**config.mk**
```make
export PLATFORM = sky130hd
export DESIGN_NAME = dispatch
export DESIGN_NICKNAME = d
export VERILOG_FILES = /design/src/rtl/ooo_types.sv /design/src/rtl/dispatch_phys_busy_table.sv /design/src/rtl/dispatch.sv
export SDC_FILE = /design/constraint.sdc
export NUM_CORES = 1
export LEC_CHECK = 0
export ABC_AREA = 1
export CAP_MARGIN = 25
export CORE_ASPECT_RATIO = 1.1
export CORE_MARGIN = 5
export CORE_UTILIZATION = 26
export CTS_CLUSTER_DIAMETER = 200
export DETAILED_ROUTE_END_ITERATION = 16
export GPL_TIMING_DRIVEN = 0
export HOLD_SLACK_MARGIN = 0.02
export SYNTH_ARGS = -nofsm -noshare
export SYNTH_HDL_FRONTEND = slang
export SYNTH_SLANG_ARGS = --single-unit
```
**constraint.sdc**
```tcl
create_clock -name clk -period 2.5 [get_ports clk]
set_clock_uncertainty 0.05 [all_clocks]
set_input_delay 0.375 -clock clk [delete_from_list [all_inputs] [get_ports clk]]
set_output_delay 0.375 -clock clk [all_outputs]
set_load 0.005 [all_outputs]
```
**src/rtl/ooo_types.sv**
```systemverilog
// Shared types for the out-of-order front end.
//  - PHYS_REG_BITS / ROB_BITS : widths of physical register and ROB tag fields
//  - FU_ALU / FU_BR / FU_LSU  : fu_type encodings (2'b11 is reserved and runs on the ALU)
//  - renamed_instr_t          : payload handed from rename to dispatch
//  - rs_sel_e / route_fu()    : which reservation station an fu_type goes to
package ooo_types;

  localparam int PHYS_REG_BITS = 7;
  localparam int ROB_BITS      = 5;

  localparam logic [1:0] FU_ALU = 2'b00;
  localparam logic [1:0] FU_BR  = 2'b01;
  localparam logic [1:0] FU_LSU = 2'b10;

  typedef struct packed {
    logic [31:0]              pc;
    logic [ROB_BITS-1:0]      rob_tag;
    logic [1:0]               fu_type;
    logic                     reg_write;
    logic [PHYS_REG_BITS-1:0] prd;
    logic [PHYS_REG_BITS-1:0] prs1;
    logic [PHYS_REG_BITS-1:0] prs2;
  } renamed_instr_t;

  typedef enum logic [1:0] {
    RS_ALU = 2'd0,
    RS_BR  = 2'd1,
    RS_LSU = 2'd2
  } rs_sel_e;

  // The reserved encoding falls through to the ALU station.
  function automatic rs_sel_e route_fu(input logic [1:0] fu_type);
    rs_sel_e sel;
    case (fu_type)
      FU_BR:   sel = RS_BR;
      FU_LSU:  sel = RS_LSU;
      default: sel = RS_ALU;
    endcase
    return sel;
  endfunction

endpackage

```
**src/rtl/dispatch_phys_busy_table.sv**
```systemverilog
// Physical-register busy table with writeback bypass.
// One bit per physical register, 1 = value still pending.
// Ports:
//  clk, rst           clock, synchronous active-high reset (all registers ready)
//  set_en, set_idx    mark set_idx pending (ignored for p0)
//  clr_en, clr_idx    writeback: mark clr_idx ready
//  rd_idx1, rd_idx2   lookup indices
//  rdy1, rdy2         lookup results, including a same-cycle writeback bypass
module phys_busy_table
  import ooo_types::*;
#(
  parameter int NUM_PHYS_REGS = 2**PHYS_REG_BITS
) (
  input  logic                     clk,
  input  logic                     rst,
  input  logic                     set_en,
  input  logic [PHYS_REG_BITS-1:0] set_idx,
  input  logic                     clr_en,
  input  logic [PHYS_REG_BITS-1:0] clr_idx,
  input  logic [PHYS_REG_BITS-1:0] rd_idx1,
  input  logic [PHYS_REG_BITS-1:0] rd_idx2,
  output logic                     rdy1,
  output logic                     rdy2
);

  logic [NUM_PHYS_REGS-1:0] busy_q;
  logic [NUM_PHYS_REGS-1:0] busy_d;

  // NOTE: every always_comb output gets a default before any conditional
  // assignment; without it a missed branch infers a latch.
  always_comb begin
    busy_d = busy_q;
    if (clr_en) busy_d[clr_idx] = 1'b0;
    // Set after clear so a register reallocated in the same cycle as its
    // stale writeback stays pending.
    if (set_en) busy_d[set_idx] = 1'b1;
    busy_d[0] = 1'b0;
  end

  // NOTE: this table is a flop array, not a RAM, so it is reset in full;
  // every register must read as ready out of reset.
  always_ff @(posedge clk) begin
    // NOTE: sequential state uses non-blocking assignments only, so all
    // flops sample the pre-edge values regardless of statement order.
    if (rst) busy_q <= '0;
    else     busy_q <= busy_d;
  end

  // The bypass lets a source waiting on this cycle's writeback issue now.
  always_comb begin
    rdy1 = (rd_idx1 == '0) | ~busy_q[rd_idx1] | (clr_en & (clr_idx == rd_idx1));
    rdy2 = (rd_idx2 == '0) | ~busy_q[rd_idx2] | (clr_en & (clr_idx == rd_idx2));
  end

endmodule

```
**src/rtl/dispatch.sv**
```systemverilog
// Dispatch stage: sits after rename, holds one instruction and sends it to the
// ROB and one reservation station in the same cycle.
// Ports:
//  clk, rst                 clock, synchronous active-high reset
//  valid_in / ready_out     handshake with rename; renamed_instr is the payload
//  disp_instr               held payload, shared by the ROB and all stations
//  src1_ready, src2_ready   operand availability of the held instruction
//  rob_valid / rob_ready    ROB allocation at disp_instr.rob_tag
//  rs_{alu,br,lsu}_valid    write strobe to the selected station
//  rs_{alu,br,lsu}_ready    station has a free slot
//  wb_valid, wb_prd         writeback broadcast (clears busy, bypasses lookup)
//  mispredict               squash: drop the held instruction, accept nothing
module dispatch
  import ooo_types::*;
#(
  parameter int NUM_PHYS_REGS = 2**PHYS_REG_BITS
) (
  input  logic                     clk,
  input  logic                     rst,
  input  logic                     valid_in,
  output logic                     ready_out,
  input  renamed_instr_t           renamed_instr,
  output renamed_instr_t           disp_instr,
  output logic                     src1_ready,
  output logic                     src2_ready,
  output logic                     rob_valid,
  input  logic                     rob_ready,
  output logic                     rs_alu_valid,
  input  logic                     rs_alu_ready,
  output logic                     rs_br_valid,
  input  logic                     rs_br_ready,
  output logic                     rs_lsu_valid,
  input  logic                     rs_lsu_ready,
  input  logic                     wb_valid,
  input  logic [PHYS_REG_BITS-1:0] wb_prd,
  input  logic                     mispredict
);

  logic           hold_valid_q, hold_valid_d;
  renamed_instr_t hold_instr_q, hold_instr_d;

  rs_sel_e sel;
  logic    tgt_ready;
  logic    fire;
  logic    accept;

  always_comb begin
    sel = route_fu(hold_instr_q.fu_type);

    case (sel)
      RS_BR:   tgt_ready = rs_br_ready;
      RS_LSU:  tgt_ready = rs_lsu_ready;
      default: tgt_ready = rs_alu_ready;
    endcase

    // ROB and station are written together or not at all. No valid looks at
    // its own station's ready in a way that feeds back into that ready.
    fire      = hold_valid_q & rob_ready & tgt_ready & ~mispredict;
    // The register may refill in the same cycle its occupant leaves.
    ready_out = ~mispredict & (~hold_valid_q | fire);
    accept    = valid_in & ready_out;

    rob_valid    = fire;
    rs_alu_valid = fire & (sel == RS_ALU);
    rs_br_valid  = fire & (sel == RS_BR);
    rs_lsu_valid = fire & (sel == RS_LSU);

    hold_valid_d = hold_valid_q;
    hold_instr_d = hold_instr_q;
    if (mispredict) begin
      hold_valid_d = 1'b0;
    end else if (accept) begin
      hold_valid_d = 1'b1;
      hold_instr_d = renamed_instr;
    end else if (fire) begin
      hold_valid_d = 1'b0;
    end
  end

  always_ff @(posedge clk) begin
    if (rst) begin
      hold_valid_q <= 1'b0;
      hold_instr_q <= '0;
    end else begin
      hold_valid_q <= hold_valid_d;
      hold_instr_q <= hold_instr_d;
    end
  end

  assign disp_instr = hold_instr_q;

  // A squashed destination is not unmarked; it is re-set when rename hands
  // it out again, and its eventual writeback still clears it.
  phys_busy_table #(
    .NUM_PHYS_REGS (NUM_PHYS_REGS)
  ) u_busy (
    .clk     (clk),
    .rst     (rst),
    .set_en  (fire & hold_instr_q.reg_write),
    .set_idx (hold_instr_q.prd),
    .clr_en  (wb_valid),
    .clr_idx (wb_prd),
    .rd_idx1 (hold_instr_q.prs1),
    .rd_idx2 (hold_instr_q.prs2),
    .rdy1    (src1_ready),
    .rdy2    (src2_ready)
  );

endmodule

```
==> results_dict.tcl, run 1 <==
set metrics [dict create \
    critPathRequiredTime_ns 2.08 \
    ant_nets 0 \
    internal_power_w 0.00533 \
    cts_max_path_buffers 2 \
    pwr-share-comb 0.199 \
    numCtsBuffers 17 \
    cts_hold_buf 0 \
    n_antenna_cell 0 \
    peakVddDrop_uv 468 \
    seqPwrFrac 0.412 \
    dp_hpwl_um 38800 \
    finalCritPeriodShare 1.11 \
    worst_path_max_delay_cell "dfxtp_4" \
    antenna_found_initial 1 \
    portBuffers 142 \
    overflow 0 \
    wl_per_cell_um 22.8 \
    start_util 0.262 \
    fp-row-count 76 \
    gp_congestion 1.05 \
    min_period_ns 2.77 \
    dp.cells 2258 \
    layout_common_cells "354 x nand2_1, 275 x nand3_1, 201 x a21oi_1" \
    final_common_cell "nand2_1" \
    area_growth_pct 37.4 \
    grt_setup_unrepaired "yes" \
    drt_pass1_iterations 8 \
    critical_path.max_stage_delay_ns 0.39 \
    ios 145 \
    route.detailed.drc 0 \
    drt_iter0_drc 1371 \
    status "finished with violations" \
    crit_chain "buf_6 -> clkinvlp_4 -> buf_4 -> clkbuf_16 -> nand2_1 -> nand3_1 -> nand3_1 -> nand3_2 -> nand3_2 -> nand3_1 -> nand3_2 -> nand3_2 -> buf_6" \
    clock.fmax_mhz 361 \
    drive_above_1_share 0.137 \
    fin_util 0.360 \
    whs_ns 0.415 \
    vias 12735 \
    multiInputGateArea_um2 5820 \
    power.switching_w 0.00227 \
    synth_cells 1609 \
    cts.reportedPaths.clkPinSlew_ns 0.08 \
    slew_headroom 0.426 \
    insertion_delay_ns 0.45 \
    yosysWarnings 0 \
    path_class "flop to output pin" \
    violations "negative setup slack" \
    grt_start_max_net_pins 17 \
    fillers 4204 \
    chipWidth_um 199 \
    p_per_area_nw_per_um2 541 \
    top_usage_layer "met2" \
    netSwitchingFraction 0.299 \
    gr-usage-met2 0.357 \
    setup_slack_ns -0.272 \
    dieHeight_um 218 \
    root_buffer "clkbuf_16" \
    htree_num_levels 4 \
    grt_pass1_wl_um 77100 \
    hold_class "flop to flop" \
    via_per_inst 5.47 \
    finalSetupViolations 2 \
    syn_area_um2 10200 \
    power.leakage_nw 5.06 \
    clock_sinks 189 \
    cp-start-kind "flop" \
    synth_area_per_cell_um2 6.35 \
    worst_pin_slew_ns 0.860 \
    clockPowerShare 0.389 \
    cts_tree "yes" \
    ys_types 31 \
    critPathTopFamily "simple AND/OR/NAND/NOR gates" \
    worst-path-max-fanout 10 \
    place_ws_ns -0.806 \
    register_area_um2 3800 \
    gr-usage-met3 0.0671 \
    worst-endpoint-arrival_ns 2.35 \
    ys_seq_elements 189 \
    crit_path_frequent_cell "nand3_2" \
    fin_cells 2327 \
    fin_nets 1886 \
    synth_fp_nets 1688 \
    crit_buf_inv 5 \
    first_global_vias 12014 \
    ys_seq_area_frac 0.370 \
    grt.total_usage 0.235 \
    finalPower_w 0.00759 \
    met1_usage 0.300 \
    end_kind "output pin" \
    finalHoldViolCount 0 \
    drv_cap 0 \
    core_area_um2 39000 \
    drv_slew 0 \
    wirelength_um 53000 \
    die-area_um2 43400 \
]
-- worst register-to-register path: cells and delay by family (launching register included) --
kind | cells | cell delay (ns)
compound gates | 1 | 0.15
buf+inv | 2 | 0.88
flops | 1 | 0.47
simple gates | 2 | 0.73
-- synth_stat cells (all sizes together) --
library cell  count  area [µm²]
nand2           378        1420
nand3           320        1600
a21oi           206        1030
dfxtp           189        3780
o21ai           173         866
inv             130         488
clkbuf           73         274
nor2             56         218
buf              40         200
o211ai           11        82.6
or2               9        56.3
nor3              6        57.6
o22ai             5        31.3
nand4             3        18.8
ha                2        25.0
xor2              2        17.5
a21boi            1        7.51
a31oi             1        6.26
a41oi             1        8.76
clkinv            1        3.75
nor4              1        6.26
xnor2             1        8.76
-- timing repair --
item	4_1_cts	5_1_grt
setup endpoints to repair	9	53
setup buffers	26	6
gates cloned	4	4
gates resized for setup	177	95
pin swaps	23	46
endpoints found under the hold margin	0	0
-- per-stage QoR --
step                      setup TNS, ns  cell area, µm²
final                            -0.360           14000
after global routing             -0.465           14000
after CTS                        -0.370           13700
after detailed placement          -6.39           12300
after global placement            -7.04           12300
after floorplan                       0           10200
-- logic make-up (layout without fill, tap and decap cells) --
family	after synthesis	count (layout)	share of synthesized area
adder cells (fa/ha/maj)	2	2	0.00245
flip-flops	189	189	0.370
XOR/XNOR	3	3	0.00257
AO/OA/AOI/OAI	398	398	0.199
buffers and inverters	244	455	0.0945
AND/OR/NAND/NOR	773	773	0.331
-- final cells by class --
cell class,count,area share
plain buffers,112,0.0594
clock buffers,21,0.0335
clock inverters,11,0.0110
inverters,131,0.0364
multi-input cells,1176,0.414
flip-flops and latches,189,0.271
well taps,507,0.0452
repair buffers,180,0.129
-- sequential cells by signal (all words and copies together), names as in the netlist --
register       cells
hold_valid_q       1
disp_instr        61
u_busy.busy_q    127
-- routing by layer --
metal  routed length (µm)  vias to the layer above
li1                     -                     5793
met1                20400                     5861
met2                23000                      905
met3                 6380                      176
met4                 3130                        0
met5                    0                        -
-- final timing paths --
| path | start | end | slack (ns) | cells after the start |
|---|---|---|---|---|
| setup / recovery | disp_instr[7]$_SDFFE_PP0P_ | src1_ready | -0.27 | 13 |
| hold / removal | disp_instr[58]$_SDFFE_PP0P_ | disp_instr[58]$_SDFFE_PP0P_ | 0.41 | 2 |
| setup reg to reg | disp_instr[14]$_SDFFE_PP0P_ | u_busy.busy_q[33]$_SDFF_PP0_ | 0.14 | 5 |
| hold reg to reg | disp_instr[58]$_SDFFE_PP0P_ | disp_instr[58]$_SDFFE_PP0P_ | 0.41 | 2 |
-- power by group through the flow --
stage / logic [W] / registers (W) / clock network, W
5_1_grt: 0.00158 / 0.00314 / 0.00311
2_1_floorplan: 0.000594 / 0.00318 / 0
3_5_place_dp: 0.00122 / 0.00319 / 0
6_report: 0.00151 / 0.00313 / 0.00295
3_3_place_gp: 0.00123 / 0.00319 / 0
4_1_cts: 0.00140 / 0.00313 / 0.00299
(Power assumes the default switching activity.)
==> run 2, diff against run 1 <==
--- a/config.mk
+++ b/config.mk
@@ -14,6 +14,7 @@
 export DETAILED_ROUTE_END_ITERATION = 16
 export GPL_TIMING_DRIVEN = 0
 export HOLD_SLACK_MARGIN = 0.02
+export SLEW_MARGIN = 5
 export SYNTH_ARGS = -nofsm -noshare
 export SYNTH_HDL_FRONTEND = slang
 export SYNTH_SLANG_ARGS = --single-unit
==> results of run 2 <==
Same layout as run 1: the final DEF is identical, and so are final timing and power.
==> run 3, diff against run 2 <==
--- a/config.mk
+++ b/config.mk
@@ -14,7 +14,7 @@
 export DETAILED_ROUTE_END_ITERATION = 16
 export GPL_TIMING_DRIVEN = 0
 export HOLD_SLACK_MARGIN = 0.02
-export SLEW_MARGIN = 5
+export SLEW_MARGIN = 20
 export SYNTH_ARGS = -nofsm -noshare
 export SYNTH_HDL_FRONTEND = slang
 export SYNTH_SLANG_ARGS = --single-unit
==> results of run 3 <==
Same layout as run 1: the final DEF is identical, and so are final timing and power.
